<file path="config.mk">
export PLATFORM = sky130hd
export DESIGN_NAME = cache_mem_arbiter
export DESIGN_NICKNAME = d
export VERILOG_FILES = /design/src/rtl/cache_mem_arbiter.sv
export SDC_FILE = /design/constraint.sdc
export NUM_CORES = 1
export LEC_CHECK = 0
export ABC_CLOCK_PERIOD_IN_PS = 3080
export BUFFER_PORTS_ARGS = -buffer_cell sky130_fd_sc_hd__buf_2
export CAP_MARGIN = 20
export CORE_AREA = 4 4 118 120
export CTS_CLUSTER_DIAMETER = 80
export CTS_CLUSTER_SIZE = 10
export DETAILED_ROUTE_END_ITERATION = 16
export DIE_AREA = 0 0 122 124
export HOLD_SLACK_MARGIN = 0.05
export REMOVE_ABC_BUFFERS = 1
export SKIP_CTS_REPAIR_TIMING = 1
export SYNTH_ARGS = -nofsm -noshare
export SYNTH_HDL_FRONTEND = slang
export SYNTH_SLANG_ARGS = --single-unit
</file>
<file path="constraint.sdc">
create_clock -name CLK -period 3.08 [get_ports CLK]
set_clock_uncertainty 0.1 [all_clocks]
set_input_delay 0.462 -clock CLK [delete_from_list [all_inputs] [get_ports CLK]]
set_output_delay 0.462 -clock CLK [all_outputs]
set_load 0.02 [all_outputs]
</file>
<file path="src/rtl/cache_mem_arbiter.sv">
// rtl/cache_mem_arbiter.sv - round-robin I/D-cache arbiter onto one memory bus, burst-locked grants
// Optional CACHE_ARB_STATS_EN adds read-only grant/conflict counters.
module cache_mem_arbiter #(
  parameter int BLOCK_SIZE = 2,
  parameter int ADDR_W     = 32
) (
  input  logic              CLK,
  input  logic              RST,
  input  logic [ADDR_W-1:0] i_addr,
  input  logic              i_ren,
  input  logic              i_wen,
  input  logic [31:0]       i_wdata,
  input  logic [3:0]        i_byte_en,
  output logic [31:0]       i_rdata,
  output logic              i_busy,
  input  logic [ADDR_W-1:0] d_addr,
  input  logic              d_ren,
  input  logic              d_wen,
  input  logic [31:0]       d_wdata,
  input  logic [3:0]        d_byte_en,
  output logic [31:0]       d_rdata,
  output logic              d_busy,
  output logic [ADDR_W-1:0] m_addr,
  output logic              m_ren,
  output logic              m_wen,
  output logic [31:0]       m_wdata,
  output logic [3:0]        m_byte_en,
  input  logic [31:0]       m_rdata,
  input  logic              m_busy,
  output logic [1:0]        owner
`ifdef CACHE_ARB_STATS_EN
  ,
  output logic [31:0]       grant_cnt_i,
  output logic [31:0]       grant_cnt_d,
  output logic [31:0]       conflict_cnt
`endif
);

  localparam int CNT_W = $clog2(BLOCK_SIZE) + 1;

  // State encoding doubles as the owner debug code.
  typedef enum logic [1:0] {
    IDLE  = 2'b00,
    OWN_I = 2'b01,
    OWN_D = 2'b10
  } state_e;

  state_e           state_q, state_d;
  logic [CNT_W-1:0] beat_cnt_q, beat_cnt_d;
  logic             last_served_q, last_served_d;

  logic req_i, req_d;
  logic own_req;
  logic beat_done;
  logic last_beat;

  assign req_i     = i_ren | i_wen;
  assign req_d     = d_ren | d_wen;
  assign own_req   = (state_q == OWN_I) ? req_i : req_d;
  assign beat_done = (state_q != IDLE) && own_req && !m_busy;
  assign last_beat = (beat_cnt_q == CNT_W'(BLOCK_SIZE - 1));

  always_ff @(posedge CLK or posedge RST) begin
    if (RST) begin
      state_q       <= IDLE;
      beat_cnt_q    <= '0;
      last_served_q <= 1'b0;
    end else begin
      state_q       <= state_d;
      beat_cnt_q    <= beat_cnt_d;
      last_served_q <= last_served_d;
    end
  end

  // last_served: 0 = I-cache, 1 = D-cache; a tie goes to the other one.
  always_comb begin
    state_d       = state_q;
    beat_cnt_d    = beat_cnt_q;
    last_served_d = last_served_q;
    case (state_q)
      IDLE: begin
        if (req_i && req_d) begin
          state_d = last_served_q ? OWN_I : OWN_D;
        end else if (req_i) begin
          state_d = OWN_I;
        end else if (req_d) begin
          state_d = OWN_D;
        end
      end
      OWN_I, OWN_D: begin
        if ((beat_done && last_beat) || !own_req) begin
          state_d       = IDLE;
          beat_cnt_d    = '0;
          last_served_d = (state_q == OWN_D);
        end else if (beat_done) begin
          beat_cnt_d = beat_cnt_q + CNT_W'(1);
        end
      end
      default: begin
        state_d    = IDLE;
        beat_cnt_d = '0;
      end
    endcase
  end

  always_comb begin
    m_addr    = '0;
    m_ren     = 1'b0;
    m_wen     = 1'b0;
    m_wdata   = '0;
    m_byte_en = '0;
    i_rdata   = '0;
    d_rdata   = '0;
    i_busy    = 1'b1;
    d_busy    = 1'b1;
    case (state_q)
      OWN_I: begin
        m_addr    = i_addr;
        m_ren     = i_ren;
        m_wen     = i_wen;
        m_wdata   = i_wdata;
        m_byte_en = i_byte_en;
        i_rdata   = m_rdata;
        i_busy    = m_busy;
      end
      OWN_D: begin
        m_addr    = d_addr;
        m_ren     = d_ren;
        m_wen     = d_wen;
        m_wdata   = d_wdata;
        m_byte_en = d_byte_en;
        d_rdata   = m_rdata;
        d_busy    = m_busy;
      end
      default: ;
    endcase
  end

  assign owner = state_q;

`ifdef CACHE_ARB_STATS_EN
  logic [31:0] grant_cnt_i_q, grant_cnt_d_q, conflict_cnt_q;

  always_ff @(posedge CLK or posedge RST) begin
    if (RST) begin
      grant_cnt_i_q  <= '0;
      grant_cnt_d_q  <= '0;
      conflict_cnt_q <= '0;
    end else if (state_q == IDLE) begin
      if (state_d == OWN_I) grant_cnt_i_q <= grant_cnt_i_q + 32'd1;
      if (state_d == OWN_D) grant_cnt_d_q <= grant_cnt_d_q + 32'd1;
      if (req_i && req_d)   conflict_cnt_q <= conflict_cnt_q + 32'd1;
    end
  end

  assign grant_cnt_i  = grant_cnt_i_q;
  assign grant_cnt_d  = grant_cnt_d_q;
  assign conflict_cnt = conflict_cnt_q;
`endif

endmodule

</file>
==> impl_metrics.ini, run 1 <==
[route]
final_antenna_net_count = 0
dr.first_iter.drc_count = 121
drc_errors = 0
vias = 3071
drtPass1Iterations = 4
routedWlPerCell_um = 13.1
postRouteWirelength_um = 9690
viasPerCell = 4.14

[logic_synthesis]
synthesis.area_um2 = 1700
synth_area_leaders = a22oi_1, and2_1, nor2_1, dfrtp_1, clkbuf_1
yosysUniqueCellTypes = 28
post-synth-top-count-cell = nor2_1
synth_top_area_share_pct = 31.0
syn_area_per_cell_um2 = 6.17
ys_async_sr_fraction_pct = 100
ys_seq_area_share_pct = 7.37
yosys-top-cells-count = nor2_1, a22oi_1, and2_1
synth_top_cell_by_area = a22oi_1
synth_flop_cell = dfrtp_1
yosys_warnings = 0
synth_edf_count = 0
synthCells = 275
synth_seq_cells = 5

[critical_path]
cp-start-kind = flop
rr_startpoint = owner[1]
r2r_slack_ns = 0.76
critical_path.max_fanout = 54
cp.required_ns = 2.52
cp-end-kind = output port
r2r_cells = 5
reg2reg_to = last_served_q
worstSetupStartpoint = owner[1]
worst_ep_arrival_time_ns = 2.04
crit_type = reg -> out

[finish]
syn2layout_area_growth_pct = 108
final_layout_size_suffix_gt1_share_pct = 57.6
antenna_cells = 0
stdcell_count = 742
design_area_um2 = 3530
nets = 746

[clock_tree]
cts_sinks = 5
clock_tree.buffer_depth = 2
cts_made_buffers = 3
cts_tree = done
root_buffer = clkbuf_16
htree_levels = 1
path_clk_slew_ns = 0.03
clk_latency_ns = 0.22

[hold_path]
hold_start = beat_cnt_q[0]
min_path_cells = 1
hold_path.class = reg -> reg
whs_endpoint = beat_cnt_q[0]

[placed_design]
port_buffers = 312
dpl.hpwl_um = 8110
post-place-cells = 737
place_area_um2 = 3440
gp_congestion = 0.753

[timing]
finalMaxSlewViolations = 0
fin_crit_ns = 2.60
setup_tns_ns = 0
rsz0062_at_grt = false
hold_violations = 0
fmax_ghz = 0.385
setup_viol = 0
slew_headroom_pct = 60.3
tightest_slew_ns = 0.596
period_share_pct = 84.4

[pwr]
power_mw = 2.65
pwr_density_cell_nw_per_um2 = 751
power.internal_mw = 1.08
p_leak_nw = 2.05
switching_share_pct = 59.3
clkPwrFrac_pct = 7.9
p_comb_share_pct = 87.6
ir_drop_uv = 438
p_switching_mw = 1.57
power_frac_seq_pct = 4.5

[global_routing]
use_met3_pct = 1.95
met1_usage_pct = 12.6
antenna_found_initial = 0
grt_pass1_wl_um = 13000
grt_pass1_vias = 2589
globalRouteOverflowTotal = 0
busiest_layer = met2
use_met2_pct = 19.3
grt_usage_pct = 10.3
grt_max_degree = 57

[die]
dieArea_um2 = 15100
die_h_um = 124
boundaryPins = 313
start_util_pct = 13.1
die_x_um = 122
row_count = 42
core-area_um2 = 13000

[run_status]
status = finished, final reports clean

[job]
max_cap_violations = 0
==> critical path, stage by stage (launching register included) <==
cell and delay, ns:
dfrtp_1 0.43, inv_1 0.15, ha_4 0.53, buf_12 0.28
a22oi_1 0.11, nor2_1 0.10, buf_2 0.17
==> state kept, by name, summed over array words and instances, names as in the netlist <==
register / cells
beat_cnt_q: 2
owner: 2
last_served_q: 1
==> metrics by stage <==
| stage | hold WS (ns) | util (%) | setup WS [ns] |
|---|---|---|---|
| global route | 0.433 | 27.2 | 0.320 |
| floorplan | 0.141 | - | -0.355 |
| global placement | 0.264 | 26.5 | 0.756 |
| finish | 0.392 | 27.2 | 0.481 |
| detailed placement | 0.265 | 26.5 | 0.723 |
| CTS | 0.0269 | 27.1 | 0.454 |
==> layout by cell type, fill, tap and decap left out, types with 2 or more instances in the layout <==
| master | synthesis | routed |
|---|---|---|
| inv_1 | 5 | 5 |
| ha_1 | 4 | 2 |
| buf_2 | 1 | 312 |
| o211ai_1 | 2 | 2 |
| clkbuf_16 | 0 | 3 |
| and2_1 | 64 | 64 |
| buf_12 | 0 | 2 |
| a22oi_1 | 70 | 70 |
| buf_4 | 0 | 3 |
| dfrtp_1 | 5 | 5 |
| nor2_1 | 72 | 72 |
| ha_4 | 0 | 2 |
| nand2b_1 | 2 | 2 |
| nand4_1 | 3 | 3 |
| nand2_1 | 2 | 2 |
| a2111o_1 | 2 | 2 |
==> area by class of cell <==
type | count | area [µm²]
inverters | 6 | 22.5
clock buffers | 4 | 78.8
multi-input cells | 233 | 1450
fillers | 1452 | 9450
flip-flops and latches | 5 | 125
repair buffers | 318 | 1630
well taps | 176 | 220
==> kinds of logic (layout without fill, tap and decap cells) <==
family,Yosys count,in the layout,share of synthesized area [%]
mux,2,2,1.25
buf+inv,37,328,8.70
simple gates,148,148,44.2
compound gates,79,79,35.5
flops,5,5,7.37
fa+ha+maj,4,4,2.95
==> power by group through the flow <==
stage | Sequential [mW] | Clock (mW) | Combinational (mW)
floorplan | 0.121 | 0 | 1.47
global placement | 0.117 | 0 | 2.33
detailed placement | 0.119 | 0 | 2.32
CTS | 0.119 | 0.213 | 2.33
global route | 0.124 | 0.218 | 2.52
finish | 0.118 | 0.209 | 2.32
==> routing by layer <==
metal / part of all wire [%] / wire (µm)
met5: 0 / 0
met4: 0 / 0
met3: 10 / 1000
met2: 52 / 5040
met1: 38 / 3650
==> worst max-delay path by stage <==
stage / to / slack [ns] / depth (start not counted)
finish: m_wdata[11] / 0.48 / 6
global route: m_wdata[11] / 0.32 / 6
CTS: m_wdata[12] / 0.45 / 6
detailed placement: m_wdata[12] / 0.72 / 6
global placement: m_wdata[8] / 0.76 / 6
floorplan: last_served_q / -0.36 / 5
Note: power is estimated with default switching activity, not from simulation.
==> run 2, diff against run 1 <==
ABC_AREA = 1   (was unset)
ABC_CLOCK_PERIOD_IN_PS = 2200   (was 3080)
clock period = 2.2 ns   (was 3.08 ns; I/O delays follow)
==> impl_metrics.ini, run 2 <==
[run_status]
status = finished, final reports clean

[logic_synthesis]
syn_area_per_cell_um2 = 4.58
yosysUniqueCellTypes = 18
synthAdderAreaFrac_pct = 2.57
synth_area_leaders = nand2_1, a21oi_1, inv_1, dfrtp_1, buf_2
synth_top_area_share_pct = 42.6
post-synth-top-count-cell = nand2_1
ys_seq_area_share_pct = 6.42
yosys.area_share.simple_pct = 48.2
ys_async_sr_fraction_pct = 100
yosys_warnings = 0
yosys-top-cells-count = nand2_1, inv_1, a21oi_1
synth_top_family_by_area = simple AND/OR/NAND/NOR gates
synthCells = 426
synth_xor_area_share_pct = 0
synth_seq_cells = 5
synth_flop_cell = dfrtp_1
synth-compound-area-share_pct = 18.0
synth_edf_count = 0
synth_mux_area_share_pct = 0
synthesis.area_um2 = 1950
synth_top_cell_by_area = nand2_1

[critical_path]
worst_ep_arrival_time_ns = 1.66
cp-start-kind = flop
critPathSlowestCell = dfrtp_2
crit_path_max_incr_delay_ns = 0.43
crit_type = reg -> out
cp.required_ns = 1.77
path_cells = inv_2, ha_4, buf_12, nand2_1, a21oi_1, buf_2
path_buf_inv = 3
cp-end-kind = output port
critical_path.max_fanout = 33
path_delay_family = buffers and inverters

[pwr]
p_switching_mw = 2.54
clkPwrFrac_pct = 7.2
power.internal_mw = 1.66
p_leak_nw = 2.70
pwr_density_cell_nw_per_um2 = 1080
power_frac_seq_pct = 4.0
power_mw = 4.21
ir_drop_uv = 690
switching_share_pct = 60.5
p_comb_share_pct = 88.8

[route]
viasPerCell = 3.93
dr.first_iter.drc_count = 179
final_antenna_net_count = 0
drtPass1Iterations = 5
routedWlPerCell_um = 12.5
postRouteWirelength_um = 11300
vias = 3546
drc_errors = 0

[global_routing]
grt_max_degree = 48
globalRouteOverflowTotal = 0
grt_pass1_wl_um = 14500
grt_usage_pct = 11.8
grt_pass1_vias = 2816
antenna_found_initial = 1

[die]
boundaryPins = 313
die_x_um = 122
start_util_pct = 15.0
dieArea_um2 = 15100
row_count = 42
die_h_um = 124
core-area_um2 = 13000

[timing]
tightest_slew_ns = 0.256
finalMaxSlewViolations = 0
fmax_ghz = 0.478
period_share_pct = 95.1
rsz0062_at_grt = false
setup_viol = 0
slew_headroom_pct = 82.9
fin_crit_ns = 2.09
hold_violations = 0

[placed_design]
gp_congestion = 0.945
port_buffers = 312
dpl.hpwl_um = 8920
place_area_um2 = 3680

[hold_path]
hold_path.class = reg -> reg

[clock_tree]
clock_tree.buffer_depth = 2
cts_made_buffers = 3
cts_tree = done
clk_latency_ns = 0.23
root_buffer = clkbuf_16
htree_levels = 1
cts_sinks = 5
path_clk_slew_ns = 0.03

[finish]
syn2layout_area_growth_pct = 100
antenna_cells = 0
final_layout_size_suffix_gt1_share_pct = 47.5
mostFrequentLayoutCell = buf_2
layout_common_cells = buf_2, nand2_1, inv_1
nFillCells = 1499
design_area_um2 = 3900
nets = 907

[job]
max_cap_violations = 0
==> run 2: layout make-up <==
| type | instances | area [µm²] | area share, % |
|---|---|---|---|
| Sequential cell | 5 | 128 | 3.27 |
| Multi-Input combinational cell | 314 | 1380 | 35.3 |
| Timing Repair Buffer | 328 | 1810 | 46.5 |
| Clock buffer | 4 | 78.8 | 2.02 |
| Tap cell | 176 | 220 | 5.64 |
| Inverter | 76 | 285 | 7.31 |
==> run 2: power groups by stage <==
stage,clock (mW),combinational [mW],sequential (mW)
3_3_place_gp,0,3.54,0.160
6_report,0.305,3.74,0.167
2_1_floorplan,0,2.17,0.168
4_1_cts,0.310,3.54,0.162
3_5_place_dp,0,3.53,0.163
5_1_grt,0.317,4.09,0.173
==> run 2: through the flow <==
step	setup WS, ns	cells	utilization, %	hold WS, ns	setup TNS, ns
6_report	0.108	903	30.1	0.379	0
5_1_grt	0.00884	903	30.1	0.432	0
4_1_cts	-0.117	895	29.0	-0.0914	-3.60
3_5_place_dp	0.137	891	28.3	0.148	0
3_3_place_gp	0.204	891	28.3	0.136	0
2_1_floorplan	-1.12	395	-	0.00852	-142.04
==> run 2: cell families after synthesis <==
| family | after synthesis |
|---|---|
| simple gates | 240 |
| buf+inv | 107 |
| compound gates | 70 |
| flops | 5 |
| fa+ha+maj | 4 |
==> run 2: per-layer routing <==
metal / routed length (µm) / up-vias / share of wire (%) / global-route usage (%)
met1: 4490 / 1486 / 40 / 15.1
met5: 13 / - / 0.12 / 0
met3: 1180 / 9 / 10 / 2.54
met2: 5550 / 190 / 49 / 21.0
li1: - / 1859 / - / -
met4: 55 / 2 / 0.49 / 1.47
==> run 2: worst paths after layout <==
kind,startpoint,end,slack [ns],depth (start not counted)
min reg2reg,beat_cnt_q[1],beat_cnt_q[1],0.38,2
max in group asynchronous,RST,owner[1],1.36,3
max,owner[0],m_wdata[1],0.11,6
min,beat_cnt_q[1],beat_cnt_q[1],0.38,2
max reg2reg,owner[1],owner[1],0.54,8
min in group asynchronous,RST,beat_cnt_q[0],0.45,3
==> run 2: worst min-delay path, delay by kind of cell, from the launching register on <==
kind | cells | cell delay (ns)
AND/OR/NAND/NOR | 2 | 0.11
flip-flops | 1 | 0.33
